[src/rtl/systolic_seq_ctrl.sv]
`default_nettype none
// ============================================================================
// Module   : systolic_seq_ctrl
// Purpose  : Sequencer for the 4x4 systolic multiplier array. It collects
//            A and B (32 bytes, row-major) from the UART receiver while the
//            array is held in reset. It then drives the skewed row/column
//            wavefront, waits for the array's done flag, and captures
//            C0..C15. The results go back out to the UART transmitter,
//            high byte first.
// Ports    : clk, reset            - clock, synchronous active-high reset
//            rx_data/valid/ready   - byte stream in (accepted only in LOAD)
//            tx_data/valid/ready   - result byte stream out
//            arr_rst               - reset to the array (high in LOAD)
//            A0..A3 / B0..B3       - row / column operands to the array
//            arr_done, C0..C15     - array completion flag and results
//            busy, err             - not-in-LOAD flag, sticky timeout flag
// Revision : 1.0 - initial release
// ============================================================================
module systolic_seq_ctrl #(
    parameter int REG_WIDTH = 8,
    parameter int OUT_WIDTH = REG_WIDTH * 2,
    parameter int TIMEOUT   = 64
) (
    input  logic                 clk,
    input  logic                 reset,
    input  logic [7:0]           rx_data,
    input  logic                 rx_valid,
    output logic                 rx_ready,
    output logic [7:0]           tx_data,
    output logic                 tx_valid,
    input  logic                 tx_ready,
    output logic                 arr_rst,
    output logic [REG_WIDTH-1:0] A0, A1, A2, A3,
    output logic [REG_WIDTH-1:0] B0, B1, B2, B3,
    input  logic                 arr_done,
    input  logic [OUT_WIDTH-1:0] C0, C1, C2, C3, C4, C5, C6, C7,
    input  logic [OUT_WIDTH-1:0] C8, C9, C10, C11, C12, C13, C14, C15,
    output logic                 busy,
    output logic                 err
);

    localparam logic [1:0] c_st_load = 2'd0;
    localparam logic [1:0] c_st_feed = 2'd1;
    localparam logic [1:0] c_st_wait = 2'd2;
    localparam logic [1:0] c_st_send = 2'd3;

    localparam int                  c_wcnt_w    = (TIMEOUT > 1) ? $clog2(TIMEOUT) : 1;
    localparam logic [c_wcnt_w-1:0] c_wcnt_last = c_wcnt_w'(TIMEOUT - 1);

    logic [1:0]           r_state, w_state_nxt;
    logic [4:0]           r_idx;       // RX byte index
    logic [2:0]           r_k;         // wavefront step in FEED
    logic [c_wcnt_w-1:0]  r_wcnt;      // cycles spent in WAIT
    logic [4:0]           r_sidx;      // TX byte index
    logic [REG_WIDTH-1:0] r_buf [0:31];
    logic [OUT_WIDTH-1:0] r_res [0:15];
    logic [OUT_WIDTH-1:0] w_c   [0:15];

    logic                 w_rx_fire, w_tx_fire, w_timeout;
    logic                 w_feed_en;
    logic [2:0]           w_fk;
    logic [REG_WIDTH-1:0] w_a [0:3];
    logic [REG_WIDTH-1:0] w_b [0:3];
    logic [4:0]           w_sel_idx;
    logic [7:0]           w_tx_byte;

    assign w_c[0]  = C0;  assign w_c[1]  = C1;  assign w_c[2]  = C2;  assign w_c[3]  = C3;
    assign w_c[4]  = C4;  assign w_c[5]  = C5;  assign w_c[6]  = C6;  assign w_c[7]  = C7;
    assign w_c[8]  = C8;  assign w_c[9]  = C9;  assign w_c[10] = C10; assign w_c[11] = C11;
    assign w_c[12] = C12; assign w_c[13] = C13; assign w_c[14] = C14; assign w_c[15] = C15;

    assign w_rx_fire = rx_valid && (r_state == c_st_load);
    assign w_tx_fire = tx_valid && tx_ready && (r_state == c_st_send);
    assign w_timeout = (r_state == c_st_wait) && !arr_done && (r_wcnt == c_wcnt_last);

    // Operand registers are loaded with the step about to be shown, so the
    // first wavefront appears the cycle after the last byte is accepted.
    assign w_feed_en = (w_rx_fire && (r_idx == 5'd31)) ||
                       ((r_state == c_st_feed) && (r_k != 3'd6));
    assign w_fk      = (r_state == c_st_feed) ? 3'(r_k + 3'd1) : 3'd0;

    always_comb begin
        for (int i = 0; i < 4; i++) begin
            logic [2:0] d;
            d      = 3'(w_fk - 3'(i));
            w_a[i] = '0;
            w_b[i] = '0;
            if (w_feed_en && (w_fk >= 3'(i)) && (d <= 3'd3)) begin
                w_a[i] = r_buf[5'(5'(4 * i) + 5'(d))];
                w_b[i] = r_buf[5'(5'd16 + {d[1:0], 2'b00} + 5'(i))];
            end
        end
    end

    // Next TX byte: even index = high byte of element idx/2, odd = low byte.
    assign w_sel_idx = 5'(r_sidx + 5'd1);
    assign w_tx_byte = w_sel_idx[0] ? r_res[w_sel_idx[4:1]][0 +: 8]
                                    : r_res[w_sel_idx[4:1]][REG_WIDTH +: 8];

    always_comb begin
        w_state_nxt = r_state;
        case (r_state)
            c_st_load: if (w_rx_fire && (r_idx == 5'd31)) w_state_nxt = c_st_feed;
            c_st_feed: if (r_k == 3'd6)                    w_state_nxt = c_st_wait;
            c_st_wait: begin
                if (arr_done)       w_state_nxt = c_st_send;
                else if (w_timeout) w_state_nxt = c_st_load;
            end
            default:   if (w_tx_fire && (r_sidx == 5'd31)) w_state_nxt = c_st_load;
        endcase
    end

    // Operand and result storage carry no reset: the byte index restarting
    // at 0 guarantees every entry is rewritten before it is read.
    always_ff @(posedge clk) begin
        if (!reset && w_rx_fire) r_buf[r_idx] <= rx_data[REG_WIDTH-1:0];
        if (!reset && (r_state == c_st_wait) && arr_done) r_res <= w_c;
    end

    always_ff @(posedge clk) begin
        if (reset) begin
            r_state  <= c_st_load;
            r_idx    <= '0;
            r_k      <= '0;
            r_wcnt   <= '0;
            r_sidx   <= '0;
            err      <= 1'b0;
            arr_rst  <= 1'b1;
            rx_ready <= 1'b1;
            busy     <= 1'b0;
            tx_valid <= 1'b0;
            tx_data  <= '0;
            A0 <= '0; A1 <= '0; A2 <= '0; A3 <= '0;
            B0 <= '0; B1 <= '0; B2 <= '0; B3 <= '0;
        end else begin
            r_state  <= w_state_nxt;
            arr_rst  <= (w_state_nxt == c_st_load);
            rx_ready <= (w_state_nxt == c_st_load);
            busy     <= (w_state_nxt != c_st_load);
            A0 <= w_a[0]; A1 <= w_a[1]; A2 <= w_a[2]; A3 <= w_a[3];
            B0 <= w_b[0]; B1 <= w_b[1]; B2 <= w_b[2]; B3 <= w_b[3];
            case (r_state)
                c_st_load: begin
                    if (w_rx_fire) begin
                        r_idx <= 5'(r_idx + 5'd1);
                        r_k   <= 3'd0;
                    end
                end
                c_st_feed: begin
                    r_k    <= 3'(r_k + 3'd1);
                    r_wcnt <= '0;
                end
                c_st_wait: begin
                    if (arr_done) begin
                        r_sidx   <= '0;
                        tx_valid <= 1'b1;
                        tx_data  <= w_c[0][REG_WIDTH +: 8];
                    end else if (w_timeout) begin
                        err   <= 1'b1;
                        r_idx <= '0;
                    end else begin
                        r_wcnt <= c_wcnt_w'(r_wcnt + 1'b1);
                    end
                end
                default: begin
                    if (w_tx_fire) begin
                        if (r_sidx == 5'd31) begin
                            tx_valid <= 1'b0;
                            tx_data  <= '0;
                            r_idx    <= '0;
                        end else begin
                            r_sidx  <= w_sel_idx;
                            tx_data <= w_tx_byte;
                        end
                    end
                end
            endcase
        end
    end

endmodule
`default_nettype wire

[config.mk]
export PLATFORM = sky130hd
export DESIGN_NAME = systolic_seq_ctrl
export DESIGN_NICKNAME = d
export VERILOG_FILES = /design/src/rtl/systolic_seq_ctrl.sv
export SDC_FILE = /design/constraint.sdc
export NUM_CORES = 1
export LEC_CHECK = 0
export CAP_MARGIN = 20
export CORE_AREA = 2 2 232 257
export CTS_CLUSTER_DIAMETER = 150
export DETAILED_ROUTE_END_ITERATION = 6
export DIE_AREA = 0 0 234 259
export GPL_ROUTABILITY_DRIVEN = 0
export HOLD_SLACK_MARGIN = 0.05
export PLACE_DENSITY = 0.7
export SYNTH_ARGS = -nofsm -noshare
export SYNTH_HDL_FRONTEND = slang
export SYNTH_SLANG_ARGS = --single-unit
[constraint.sdc]
create_clock -name clk -period 33 [get_ports clk]
set_input_delay 6.6 -clock clk [delete_from_list [all_inputs] [get_ports clk]]
set_output_delay 6.6 -clock clk [all_outputs]
set_load 0.05 [all_outputs]
* Word-level counts from Yosys, hierarchy flattened
Memories as Yosys holds them, arrays and structs flattened. A register that Yosys moved wholly into a read port is not among the register bits.
Index checks and enable logic that the tools add are counted.
** Storage, ports and cells
- Word-level logic and storage cells :: 154
- Register bits after elaboration :: 289
- Bits in writable memories :: 256
- Output and inout port bits :: 77
- Memories :: 1
** Cells by class
- Multiplexer cells :: 36
- Eq/ne operators :: 14
- Order comparisons :: 9
- Reduce and logical (&&, ||, !) cells :: 43
- Add/subtract/negate cells :: 17
- Bitwise logic cells :: 8
** Memories
- r_buf :: depth 32, bits a word 8, rd ports 8, clocked after memory_dff 8, write ports 1, line 55 : logic [REG_WIDTH-1:0] r_buf [0:31];
** Operators by type and width (count)
- $bmux 16 s4 :: 1
- $mux 5 :: 8
- $mux 16 :: 2
- $mux 8 :: 4
- $add 5x4->5 const A :: 4
- $logic_and 1x1->1 :: 19
- $pmux 8 s2 :: 1
- $add 5x1->5 const B :: 3
- $pmux 5 s3 :: 1
- $le 3x2->1 const B :: 4
- $mux 6 :: 2
- $ne 2x2->1 const B :: 6
- $pmux 6 s2 :: 1
- $add 4x3->5 const A :: 2
- $add 5x2->5 const B :: 2
- $eq 5x5->1 const B :: 2
- $mux 2 :: 5
- $pmux 5 s2 :: 1
- $reduce_bool 2->1 :: 5
- $reduce_or 2->1 :: 5
- $reduce_and 3->1 :: 3
- $reduce_and 4->1 :: 2
- $not 1->1 :: 7
- $add 6x1->6 const B :: 1
- 24 further kinds :: 36

* Longest topological paths before layout
- Depth in word-level cells :: 9
- Depth in mapped cells :: 17
- Mapped depth without buffers :: 9

* Worst setup path after synthesis
Ideal clock, no wire load.
- Kind :: input-to-reg
- From :: input port reset
- To :: register r_res[0] (netlist bit) (enable)
- Required time :: 32.122 ns
- Path buffers :: 2
- Stages :: 3
- Arrival :: 17.675 ns
- Slack :: 14.447 ns
- Cells stage by stage :: clkbuf_1 clkbuf_1 nor2_1
** On the way
- Word-level cells in the longest chain between the ends :: 3
** Ends and longest elaborated chain
- from (decl) :: line 25 : input logic reset,
- $logic_not 1->1 :: line 117 : if (!reset && (r_state == c_st_wait) && arr_done) r_res <= w_c;
- $logic_and 1x1->1 (2 in a row) :: line 117
- to (signal assigned) :: line 117
- to (decl) :: line 56 : logic [OUT_WIDTH-1:0] r_res [0:15];
No other way between the ends.
A chain may end at the register's enable or synchronous reset.

* Worst setup path after layout
- From :: register tx_data[5]
- To :: output port tx_data[5]
** RTL lines
- from (decl) :: line 29 : output logic [7:0] tx_data,
- from (signal assigned) :: line 157 : tx_data <= w_c[0][REG_WIDTH +: 8];
- from (signal assigned) :: line 173 : tx_data <= w_tx_byte;
No word-level cell between the ends.

==> results_dict.tcl <==
set metrics [dict create \
    status "complete, no violations" \
    ys_top_cells_by_count "512 x edfxtp_1, 97 x dfxtp_1, 90 x nand2_1" \
    post-route-period-util_pct 25.8 \
    cp-end-kind "primary output" \
    cp_top_family "buffers and inverters" \
    coreArea_um2 58100 \
    rows 93 \
    dieArea_um2 60600 \
    hpwl_um 39800 \
    max-vdd-ir-drop_v 0.0000464 \
    worstPathArrival_ns 1.93 \
    root_buffer "clkbuf_16" \
    cts_setup_buffers 0 \
    yosysMostFrequentCell "edfxtp_1" \
    grt_pass1_wl_um 85400 \
    synth_ff_type "edfxtp_1" \
    die_w_um 234 \
    p_leak_uw 0.00939 \
    cts_tree "done" \
    layout.nets 2010 \
    cts-hold-fix-buffers 0 \
    rsz0062_at_grt "no" \
    cts_resized 0 \
    slowest_stage "clkdlybuf4s50_1" \
    syn_inst 1368 \
    hold_viol_final 0 \
    yosysSeqAreaShare_pct 75.2 \
    post-route-drc-count 0 \
    routed_wl_um 57500 \
    setup_viol 0 \
    ios 346 \
    max_freq_mhz 117 \
    grt_max_degree 189 \
    crit_type "flip-flop to primary output" \
    critPathBufInv 1 \
    path_cells "clkdlybuf4s50_1" \
    antenna_found_initial 7 \
    cts_sinks 609 \
    portBuffers 345 \
    yosysWarnings 0 \
    startpoint_type "flip-flop" \
    maxSlewViolCount 0 \
    pre_cts_ws_ns 23.86 \
    drt_iter0_markers 1181 \
    synth_top_area_share_pct 66.7 \
    clk_path_buf_depth 3 \
    drive_above_1_share_pct 13.2 \
    min_path_type "flip-flop to flip-flop" \
    power.density_nw_per_um2 54.4 \
    initial_core_util_pct 39.7 \
    cts_buffers 59 \
    grt_pass1_vias 14100 \
    skew_ns 0.0183 \
    biggestRegsByFlops "r_buf: 256 flops, r_res: 256 flops" \
    worst_path_largest_cell_delay_ns 0.93 \
    clkTransAtPathRegs_ns 0.07 \
    yosysUniqueCellTypes 64 \
    worstMarginPinSlew_ns 1.09 \
    min_period_ns 8.53 \
    timing.slew.headroom_pct 27.6 \
    track_usage_pct 18.8 \
    syn_area_um2 23000 \
    dr_wl_met2_um 29300 \
    vias 13700 \
    synthesis.nets 1650 \
    cp_max_fo 4 \
    wire_per_inst_um 22.6 \
    top_layer "met5" \
    overflow 0 \
    synthArstFlopShare_pct 0 \
    ant_nets 0 \
    dr_wl_met3_um 4630 \
    tns_ns 0 \
    vias_per_cell 5.40 \
    critPathRequiredTime_ns 26.40 \
    synth_largest_area_cell "edfxtp_1" \
    firstDrtPassIters 5 \
    area_growth_pct 27.9 \
    synth_area_leaders "edfxtp_1 67%, dfxtp_1 8.4%, mux4_2 6.7%" \
    clk_latency_ns 0.61 \
    finalPower_uw 1600 \
    synth-edff-count 512 \
    htree_levels 2 \
    die_h_um 259 \
    synth.avg_cell_area_um2 16.8 \
    ys_ff_latch 609 \
    wl_met1_um 22000 \
    setup_slack_ns 24.47 \
    cap_violations 0 \
]
path summary, 6_finish.rpt:
path / slack, ns / from / end / cells after the start
max: 24.47 / tx_data[5] / tx_data[5] / 1
min: 0.48 / r_sidx[4] / r_sidx[4] / 2
max reg2reg: 29.05 / r_state[0] / A1[0] / 8
min reg2reg: 0.48 / r_sidx[4] / r_sidx[4] / 2
routing by layer:
metal | vias to the layer above | GRT usage [%]
met5 | - | 0
met4 | 12 | 5.29
met3 | 108 | 5.13
met2 | 595 | 32.8
met1 | 6837 | 22.8
li1 | 6153 | -
per-stage QoR:
stage          utilization, %  area, µm²  hold slack [ns]  cells
6_report                 50.8      29500            0.481   2539
5_1_grt                  50.8      29500            0.537   2538
4_1_cts                  50.7      29500            0.485   2537
3_5_place_dp             47.1      27400            0.465   2426
3_3_place_gp             47.0      27300            0.459   2423
2_1_floorplan               -      23000            0.452   1368
where the power goes:
group          internal, µW  switching [µW]  total (µW)
registers               833           0.695         834
logic                  30.7            17.0        47.7
clock network           428             295         723
logic make-up after synthesis:
kind of cell	Yosys count	synth area share, %
buffers and inverters	84	1.93
adders and majority gates	13	0.706
DFF	609	75.2
muxes	93	7.84
xor gates and xnor gates	10	0.413
AOI/OAI and AO/OA	260	7.56
and+or+nand+nor	299	6.40
final cells by class:
cell class,instances,area [µm²]
antenna,1,2.50
clock buffer,62,1510
clock inverter,49,597
fill,4715,28600
inverter,12,45.0
multi-input combinational,675,5330
sequential,609,17300
tap,760,951
timing repair buffer,371,3720
placed cells by master, fill, tap and decap left out, types with 6 or more instances in the layout:
master,netlist,layout
clkinvlp_4,0,9
clkdlybuf4s50_1,0,344
o21ai_1,17,17
a311oi_1,10,10
nor2_1,65,64
o22ai_1,32,32
nor2_2,6,6
ha_1,13,12
clkinv_2,0,9
mux2_2,9,9
a21o_1,8,8
clkinv_1,0,10
mux2i_1,15,15
nand2b_1,6,6
inv_1,8,8
and3_1,19,19
mux4_2,69,69
nand3_1,30,30
o21ai_0,24,24
bufinv_16,0,12
edfxtp_1,512,512
a221oi_1,8,8
a21oi_1,50,50
nor3_1,17,17
a22oi_1,53,53
o211ai_1,7,7
dfxtp_1,97,97
nand2_1,90,90
xor2_1,7,6
buf_4,7,21
or3_1,17,17
o221ai_1,7,7
clkbuf_16,0,60
a211oi_1,18,18
nor2b_1,22,22
o2111ai_1,7,7
No activity file was read; power rests on OpenSTA's default activity.
